--- config.mk ---
export PLATFORM = sky130hd
export DESIGN_NAME = rr_mux_arbiter
export DESIGN_NICKNAME = d
export VERILOG_FILES = /design/src/rtl/rr_mux_arbiter_pkg.sv /design/src/rtl/rr_pick.sv /design/src/rtl/rr_mux_arbiter.sv
export SDC_FILE = /design/constraint.sdc
export NUM_CORES = 1
export LEC_CHECK = 0
export BUFFER_PORTS_ARGS = -buffer_cell sky130_fd_sc_hd__buf_4
export CAP_MARGIN = 10
export CORE_UTILIZATION = 35
export DETAILED_ROUTE_END_ITERATION = 10
export GPL_TIMING_DRIVEN = 1
export SLEW_MARGIN = 20
export SYNTH_ARGS = -nofsm -noshare
export SYNTH_HDL_FRONTEND = slang
export SYNTH_SLANG_ARGS = --single-unit
--- constraint.sdc ---
create_clock -name clk -period 3.6 [get_ports clk]
set_input_delay 0.18 -clock clk [delete_from_list [all_inputs] [get_ports clk]]
set_output_delay 0.18 -clock clk [all_outputs]
set_load 0.01 [all_outputs]
--- src/rtl/rr_mux_arbiter_pkg.sv ---
// Purpose: shared definitions for the round-robin mux arbiter (state encoding, sizes, one-hot helper).
// Latency: n/a (types and constants only).
// Backpressure: n/a.
package rr_mux_arbiter_pkg;

    localparam int N_REQ = 4;
    localparam int IDX_W = 2;

    typedef enum logic [1:0] {
        IDLE  = 2'b00,
        GRANT = 2'b01,
        TURN  = 2'b10
    } arb_state_t;

    function automatic logic [N_REQ-1:0] onehot(input logic [IDX_W-1:0] idx);
        logic [N_REQ-1:0] v;
        v      = '0;
        v[idx] = 1'b1;
        return v;
    endfunction

endpackage

--- src/rtl/rr_pick.sv ---
// Purpose: rotate-priority picker; returns the first requester at or after ptr (mod 4).
// Latency: combinational.
// Backpressure: n/a.
// Ports: req - request vector; ptr - highest-priority index;
//        idx - picked index (0 when none); any - at least one request present.
module rr_pick
    import rr_mux_arbiter_pkg::*;
(
    input  logic [N_REQ-1:0] req,
    input  logic [IDX_W-1:0] ptr,
    output logic [IDX_W-1:0] idx,
    output logic             any
);

    logic [IDX_W-1:0] cand;

    // Scan from the farthest offset down to ptr itself so the nearest
    // requester (smallest offset) is the last, and therefore winning, write.
    always_comb begin
        idx  = '0;
        any  = 1'b0;
        cand = '0;
        for (int k = N_REQ - 1; k >= 0; k--) begin
            cand = ptr + IDX_W'(k);
            if (req[cand]) begin
                idx = cand;
                any = 1'b1;
            end
        end
    end

endmodule

--- src/rtl/rr_mux_arbiter.sv ---
// Purpose: round-robin owner selection for a shared 4:1 mux, with bounded hold and a one-cycle turnaround.
// Latency: 1 cycle from req sampled to gnt/sel/valid; 2 edges between consecutive owners.
// Backpressure: requesters hold req until served; an owner is forced off after HOLD_MAX cycles if others wait.
// Ports: clk, rst (async active-high); req[3:0] in; gnt[3:0] one-hot grant, sel[1:0] mux select,
//        valid (gnt non-zero), preempt (pulse in a TURN cycle caused by forced rotation) - all registered.
module rr_mux_arbiter
    import rr_mux_arbiter_pkg::*;
#(
    parameter int HOLD_MAX = 4
)
(
    input  logic       clk,
    input  logic       rst,
    input  logic [3:0] req,
    output logic [3:0] gnt,
    output logic [1:0] sel,
    output logic       valid,
    output logic       preempt
);

    localparam int               CNT_W    = $clog2(HOLD_MAX + 1);
    localparam logic [CNT_W-1:0] HOLD_LIM = CNT_W'(HOLD_MAX);

    arb_state_t       state;
    logic [IDX_W-1:0] ptr;
    logic [CNT_W-1:0] hold_cnt;

    logic [IDX_W-1:0] pick_idx;
    logic             pick_any;
    logic             owner_rel;
    logic             others_wait;
    logic             force_rot;

    rr_pick u_pick (
        .req (req),
        .ptr (ptr),
        .idx (pick_idx),
        .any (pick_any)
    );

    // In GRANT, sel is the owner index.
    assign owner_rel   = ~req[sel];
    assign others_wait = |(req & ~onehot(sel));
    assign force_rot   = (hold_cnt == HOLD_LIM) && others_wait;

    always_ff @(posedge clk or posedge rst) begin
        if (rst) begin
            state    <= IDLE;
            ptr      <= '0;
            hold_cnt <= '0;
            gnt      <= '0;
            sel      <= '0;
            valid    <= 1'b0;
            preempt  <= 1'b0;
        end else begin
            case (state)
                IDLE, TURN: begin
                    preempt <= 1'b0;
                    if (pick_any) begin
                        state    <= GRANT;
                        gnt      <= onehot(pick_idx);
                        sel      <= pick_idx;
                        valid    <= 1'b1;
                        hold_cnt <= CNT_W'(1);
                    end else begin
                        state <= IDLE;
                        gnt   <= '0;
                        valid <= 1'b0;
                    end
                end
                GRANT: begin
                    if (owner_rel || force_rot) begin
                        // Owner moves to lowest priority; sel keeps the old
                        // owner so the mux stays stable through the turnaround.
                        state    <= TURN;
                        ptr      <= sel + IDX_W'(1);
                        gnt      <= '0;
                        valid    <= 1'b0;
                        hold_cnt <= '0;
                        preempt  <= ~owner_rel;
                    end else if (hold_cnt != HOLD_LIM) begin
                        hold_cnt <= hold_cnt + CNT_W'(1);
                    end
                end
                default: begin
                    state    <= IDLE;
                    gnt      <= '0;
                    valid    <= 1'b0;
                    preempt  <= 1'b0;
                    hold_cnt <= '0;
                end
            endcase
        end
    end

endmodule

### Word-level counts from Yosys, hierarchy flattened

Index checks and enable logic that the tools add are counted.

| word-level totals | value |
|---|---|
| register bits | 15 |
| latch bits | 0 |
| RAM bits | 0 |
| memory bits (read-only) | 0 |
| input port bits | 6 |
| output and inout bits | 8 |
| logic and storage cells | 77 |
| memories | 0 |

| cells by class | value |
|---|---|
| add/sub/neg operators | 5 |
| $mul | 0 |
| div/mod/pow operators | 0 |
| magnitude comparators | 8 |
| equality and inequality tests | 7 |
| shifts and indexed selects | 0 |
| mux-type cells | 37 |
| bitwise operators | 3 |
| reductions and logical operators | 10 |

Operators by type and width:

| operator | number |
|---|---|
| $lt 2x3->1 const B | 6 |
| $mux 1 | 16 |
| $bmux 1 s2 | 5 |
| $mux 2 | 5 |
| $mux 3 | 3 |
| $mux 4 | 2 |
| $pmux 4 s2 | 1 |
| $ne 3x3->1 const B | 2 |
| $pmux 3 s2 | 1 |
| $reduce_and 2->1 | 3 |
| $add 2x1->2 const B | 2 |
| $add 2x2->2 const B | 2 |
| $and 4x4->4 | 1 |
| $demux 1 s2 | 2 |
| $ge 2x1->1 const B | 2 |
| $ne 2x2->1 const B | 2 |
| $not 4->4 | 1 |
| $pmux 2 s2 | 1 |
| $reduce_or 4->1 | 1 |
| $add 3x1->3 const B | 1 |
| $eq 3x3->1 const B | 1 |
| $logic_and 1x1->1 | 3 |
| $eq 2x1->1 const B | 1 |
| $eq 2x2->1 const B | 1 |
| 5 further kinds | 5 |

### Longest topological paths before layout

Gate-level depths: netlist of run 1.

| logic depth | value |
|---|---|
| depth after elaboration | 13 |
| gate-level depth with buffers | 6 |
| depth with buffers taken out | 6 |

### Hierarchy

Synthesis of run 1 repeated with hierarchy kept, for this count alone.

| unflattened totals | value |
|---|---|
| cell total of the unflattened synthesis | 83 |
| area, all modules | 873.3 µm² |

Modules (own cells, without submodules):

| module | instances | cells an instance | area each (µm²) | sequential area each (µm²) |
|---|---|---|---|---|
| rr_mux_arbiter | 1 | 70 | 795.8 | 375.4 |
| rr_pick | 1 | 13 | 77.6 | 0.0 |

### Worst setup path before layout of run 1

Ideal clock, no wire load.

| timing path | value |
|---|---|
| path kind | reg-to-reg |
| from | register sel[0] |
| to | register ptr[1] |
| setup time | 0.125 ns |
| data arrival time | 1.670 ns |
| required time | 3.475 ns |
| slack | 1.805 ns |
| stages on the path, launching flop included | 7 |
| buffers on the path | 0 |
| period minus slack after synthesis | 1.795 ns |
| cell sequence | dfrtp_1 -> inv_1 -> ha_1 -> or2b_2 -> a41oi_4 -> o21ai_4 -> mux2_4 |

| between the ends | value |
|---|---|
| word-level cells in the longest chain between the ends | 10 |
| elaborated cells between the ends (all ways) | 15 |
| classes of those cells | add/sub (1); order compare (2); mux (4); bitwise (3); reduce/logical (5) |

Ends and longest elaborated chain:

| what | line | source |
|---|---|---|
| from (decl) | rr_mux_arbiter.sv:16 | `output logic [1:0] sel,` |
| from (signal assigned) | rr_mux_arbiter.sv:62 | `sel <= pick_idx;` |
| $lt 2x3->1 (implied by the code) / $ge 2x1->1 (equally long branches) | rr_mux_arbiter_pkg.sv:18 | `v[idx] = 1'b1;` |
| $logic_and 1x1->1 (implied by the code) | rr_mux_arbiter_pkg.sv:18 |  |
| $mux 1 (implied by the code) | rr_mux_arbiter_pkg.sv:18 |  |
| $demux 1 s2 | rr_mux_arbiter_pkg.sv:18 |  |
| $not 4->4 | rr_mux_arbiter.sv:43 | `assign others_wait = \|(req & ~onehot(sel));` |
| $and 4x4->4 | rr_mux_arbiter.sv:43 |  |
| $reduce_or 4->1 | rr_mux_arbiter.sv:43 |  |
| $logic_and 1x1->1 | rr_mux_arbiter.sv:44 | `assign force_rot = (hold_cnt == HOLD_LIM) && others_wait;` |
| $logic_or 1x1->1 | rr_mux_arbiter.sv:72 | `if (owner_rel \|\| force_rot) begin` |
| $reduce_and 2->1 (no line) | n/a |  |
| to (signal assigned) | rr_mux_arbiter.sv:76 | `ptr <= sel + IDX_W'(1);` |
| to (decl) | rr_mux_arbiter.sv:25 | `logic [IDX_W-1:0] ptr;` |

Several ways; a longest one is shown, not always the timed one. The select of a mux whose other input is x is not followed.
A chain may end at the register's enable or synchronous reset.

### Worst setup path after layout of run 1

Same ends and word-level chain as after synthesis.

==> results of run 1 <==
==> repair_timing <==
item | in CTS | in global routing
buffers inserted | 0 | 0
hold buffers | 1 | 0
endpoints found under the hold margin | 14 | 0
==> synthesized netlist by cell type (all sizes together), types with 2 or more instances <==
cell | n | area share, %
a21oi | 3 | 1.7
a22o | 4 | 4.0
dfrtp | 14 | 40
ha | 6 | 8.6
inv | 10 | 4.3
nand2 | 2 | 0.86
nand2b | 2 | 1.4
nor2 | 2 | 0.86
nor2b | 2 | 1.4
nor3 | 2 | 1.7
o21a | 2 | 1.7
o21ai | 7 | 5.3
or2b | 4 | 3.7
==> worst paths after layout <==
check | cells past startpoint | to | startpoint | slack (ns)
max | 6 | ptr[1] | sel[0] | 1.75
max in group asynchronous | 3 | gnt[2] | rst | 2.71
min | 4 | hold_cnt[2] | req[0] | 0.29
max reg2reg | 6 | ptr[1] | sel[0] | 1.75
min reg2reg | 1 | preempt | preempt | 0.51
min in group asynchronous | 3 | valid | rst | 0.51
==> flip-flops by register name, indices dropped and copies added (netlist names) <==
name	flops
ptr	2
state	1
preempt	1
gnt	4
hold_cnt	3
valid	1
sel	2
==> worst reg2reg max path, stage by stage (launching register included) <==
cell     delay [ns]
dfrtp_1        0.48
inv_1          0.11
ha_1           0.21
or2b_1         0.26
a41oi_4        0.29
o21ai_4        0.10
mux2_4         0.30
==> cell type report <==
cell class                      count  area, sq um
Fill cell                         222         1240
Multi-Input combinational cell     56          484
Sequential cell                    14          350
Timing Repair Buffer               14          108
Inverter                           10         37.5
Tap cell                           28         35.0
Clock buffer                        3         22.5
==> logic make-up (layout without fill, tap and decap cells) <==
family / after synthesis / after routing / share of synthesized area, %
AOI/OAI and AO/OA: 27 / 27 / 26.4
adders and majority gates: 6 / 6 / 8.61
buffers and inverters: 10 / 27 / 4.30
DFF: 14 / 14 / 40.2
muxes: 3 / 3 / 5.45
and+or+nand+nor: 20 / 20 / 15.1
==> report_power, final <==
part | internal [uW] | leakage [uW] | switching (uW) | total, uW
Sequential | 225 | 0.000178 | 68.4 | 294
Combinational | 203 | 0.000302 | 205 | 408
Clock | 38.7 | 0.0000138 | 46.3 | 84.9
==> through the flow <==
stage	util (%)	setup slack (ns)	hold slack, ns	area (sq um)
detailed placement	44.1	1.74	0.277	1000
finish	45.6	1.75	0.289	1040
global placement	44.1	1.81	0.257	1000
global route	45.6	1.65	0.317	1040
floorplan	-	1.81	0.0692	872
CTS	45.6	1.73	0.290	1040
==> metal layers <==
metal | GRT usage, % | wire length, um | vias to the layer above
met5 | 0 | 0 | -
li1 | - | - | 328
met3 | 2.92 | 53 | 2
met2 | 23.3 | 852 | 10
met1 | 20.6 | 842 | 311
met4 | 8.11 | 17 | 0
==> impl_metrics.ini, run 1 <==
[outcome]
status = complete, no violations

[power]
power_density_mw_per_mm2 = 758
cellLeakagePower_uw = 0.000493
ir_worst_vdd_uv = 375
p_total_uw = 787

[route]
drtIter0Drc = 11
vias_per_cell = 5.21
drtAntennaViolNets = 0
wl_per_cell_um = 14.1
dr.pass1.iters = 4
wl_um = 1770
dr_total_vias = 651
drc_errors = 0

[synthesis]
yosysSeqAreaShare_pct = 40.2
yosysWarnings = 0
syn_nets = 92
ys.flop_type = dfrtp_1
ys_types = 37
netlist_instances = 80
synth_edf_count = 0
ys_async_sr_fraction_pct = 100
ys_seq_elements = 14
synth.avg_cell_area_sq_um = 10.9
synth_area_sq_um = 872

[critical_path]
critPathSlowestCell = dfrtp_1
cp_data_arrival_time_ns = 2.01
crit_path_max_incr_delay_ns = 0.48
cp_cell_sequence = inv_1 > ha_1 > or2b_1 > a41oi_4 > o21ai_4 > mux2_4
cp_max_fo = 7
crit_path_start_kind = flop
path_buf_inv = 1
crit_type = flop to flop
cp_top_family = flip-flops
end_kind = flop
cp.required_ns = 3.76

[clocking]
cts_buffer_depth = 2
cts_tree = done
cts_sinks = 14
clk_latency_ns = 0.27
ctsResizeCount = 0
h-tree-depth = 1
clk_pin_slew_worst_paths_ns = 0.08
cts-root-buf = clkbuf_4
numCtsBuffers = 3

[floorplan]
die_w_um = 51.9
dieHeight_um = 51.9
rows = 17
core_region_area_sq_mm = 0.00228
initial_core_util_pct = 38.3
ioPinCount = 14
die_area_sq_mm = 0.00270

[hold_path]
hold_class = input port to flop

[placed_design]
portBuffers = 13
dp.cells = 121
dp_hpwl_um = 1380
globalplace.congestion = 0.743

[grt]
grt_pass1_wl_um = 2960
grt_pass1_vias = 640
grt_antenna_before_repair = 0
grt_overflow = 0
track_usage_pct = 15.4
grt_max_degree = 15

[cells_and_area]
fin_nets = 111
final_common_cell = dfrtp_1
drive_gt1_share_pct = 28.9
syn_to_final_growth_pct = 18.9
layout_common_cells = dfrtp_1, buf_4, inv_1
diodes = 0
finalNonFillerCells = 125

[timing]
finalClockSkew_ns = 0.00685
slew_headroom_pct = 57.7
finalSetupTns_ns = 0
drv_slew = 0
worstMarginPinSlew_ns = 0.619
period_needed_ns = 1.85
rsz0062_at_grt = no
final_hold_viol_count = 0
fmax_mhz = 541
finalCritPeriodShare_pct = 51.4
setup_viol = 0

[job]
drv_cap = 0
(Power assumes the default switching activity.)
==> inputs of run 2 (changes only) <==
- clock period: 3.6 -> 1.7 ns (I/O delays scaled with it)
==> impl_metrics.ini, run 2 (synthesis gave the netlist of run 1 again) <==
[power]
sw_frac_of_total_pct = 39.0
p_comb_share_pct = 54.5
p_seq_share_pct = 32.6
switchingPower_uw = 734
power_density_mw_per_mm2 = 1680
p_int_uw = 1150
power.share.clock_pct = 12.9
ir_worst_vdd_uv = 978
p_total_uw = 1880
cellLeakagePower_uw = 0.000530

[cells_and_area]
fin_nets = 117
multiInputGateArea_sq_um = 498
syn_to_final_growth_pct = 28.7
diodes = 0
drive_gt1_share_pct = 39.4
num-fill-cells = 209
layout_common_cells = buf_4, dfrtp_1, inv_1
final_common_cell = buf_4
largest_register_ff_count = 4
reg_top3 = gnt x4, hold_cnt x3
register_area_sq_um = 353
largest-register = gnt
utilization_pct = 49.3

[timing]
setup_viol = 1
final_hold_viol_count = 0
fmax_mhz = 584
finalCritPeriodShare_pct = 101
fin_ws_ns = -0.0113
finalClockSkew_ns = 0.00478
worstMarginPinSlew_ns = 0.553
period_needed_ns = 1.71
drv_slew = 0
rsz0062_at_grt = yes
slew_headroom_pct = 63.1

[placed_design]
dp_hpwl_um = 1400
portBuffers = 13
globalplace.congestion = 0.873

[outcome]
status = complete, but fails checks
violations = setup timing

[grt]
grt_overflow = 0
grt_util_met1_pct = 21.7
grt_pass1_wl_um = 3150
grt_most_used_layer = met2
met3_usage_pct = 2.34
grt_antenna_before_repair = 0
grt_pass1_vias = 699
grt_max_degree = 15
track_usage_pct = 16.1
use_met2_pct = 25.0

[route]
dr_total_vias = 669
dr.pass1.iters = 2
vias_per_cell = 5.07
wl_per_cell_um = 13.8
drc_errors = 0
drtAntennaViolNets = 0
drtIter0Drc = 3
wl_um = 1820

[critical_path]
crit_path_start_kind = flop
critPathSlowestCell = mux4_2
crit_path_max_incr_delay_ns = 0.57
critPathLaunch = sel[0]
crit_type = flop to flop
end_kind = flop
cp_cell_sequence = buf_6 > mux4_2 > inv_4 > o21ai_4 > mux2_4
cp_max_fo = 5
cp_top_family = multiplexers
path_buf_inv = 2
cp.required_ns = 1.87
rr_startpoint = sel[0]
cp_data_arrival_time_ns = 1.88

[hold_path]
hold_class = input port to flop
worstHoldStart = req[0]

[floorplan]
die_area_sq_mm = 0.00270
dieHeight_um = 51.9
initial_core_util_pct = 38.3
ioPinCount = 14
rows = 17
die_w_um = 51.9
core_region_area_sq_mm = 0.00228

[clocking]
clk_pin_slew_worst_paths_ns = 0.09
h-tree-depth = 1
numCtsBuffers = 3
clk_latency_ns = 0.28
cts_sinks = 14
cts_buffer_depth = 2
cts-root-buf = clkbuf_4
cts_tree = done

[job]
drv_cap = 0
run 2: cell count changes in the layout (fill, tap and decap cells not counted), sizes merged:
cell and delta:
clkbuf +1, buf +6
run 2: area by class of cell:
| cell class | instances | area share (%) |
|---|---|---|
| Multi-Input combinational cell | 56 | 44.4 |
| Sequential cell | 14 | 31.4 |
| Timing Repair Buffer | 20 | 14.3 |
| Inverter | 10 | 3.57 |
| Clock buffer | 4 | 3.23 |
| Tap cell | 28 | 3.12 |
run 2: worst min-delay path: stages:
cell and delay, ns:
buf_4 0.11, nor4_1 0.08, nand2b_1 0.09, a211oi_1 0.07
run 2: worst paths after layout:
kind / to / slack [ns] / cells past startpoint
setup / recovery: ptr[1] / -0.01 / 5
hold / removal: hold_cnt[2] / 0.19 / 4
setup reg to reg: ptr[1] / -0.01 / 5
hold reg to reg: preempt / 0.52 / 1
max in group asynchronous: sel[0] / 0.89 / 3
min in group asynchronous: hold_cnt[0] / 0.40 / 3
run 2: stage by stage:
stage | setup slack [ns] | instance area [sq um] | TNS [ns] | hold WS (ns) | cells
floorplan | 0.00519 | 880 | 0 | -0.0259 | 80
global placement | -0.000231 | 1050 | -0.000231 | 0.172 | 126
detailed placement | -0.00193 | 1050 | -0.00193 | 0.182 | 126
CTS | 0.000574 | 1110 | 0 | 0.175 | 132
global route | -0.0610 | 1120 | -0.326 | 0.235 | 132
finish | -0.0113 | 1120 | -0.0113 | 0.189 | 132
run 2: power by group through the flow:
stage,Clock (uW),Sequential (uW),Combinational [uW]
final,243,613,1030
after global routing,263,636,1140
after CTS,250,609,1020
after detailed placement,0,615,970
after global placement,0,609,961
after floorplan,0,642,569
run 2: timing repair:
| item | in CTS | in global routing |
|---|---|---|
| resized for setup | 3 | 3 |
| hold endpoints to repair | 14 | 0 |
| pin swaps | 2 | 1 |
| setup endpoints to repair | 2 | 11 |
| hold buffers | 1 | 0 |
| setup buffers | 1 | 0 |
run 2: routing by layer:
metal,vias up,share of wire (%)
met5,-,0
met1,319,51
met2,8,46
met3,0,2.8
met4,0,0
li1,342,-
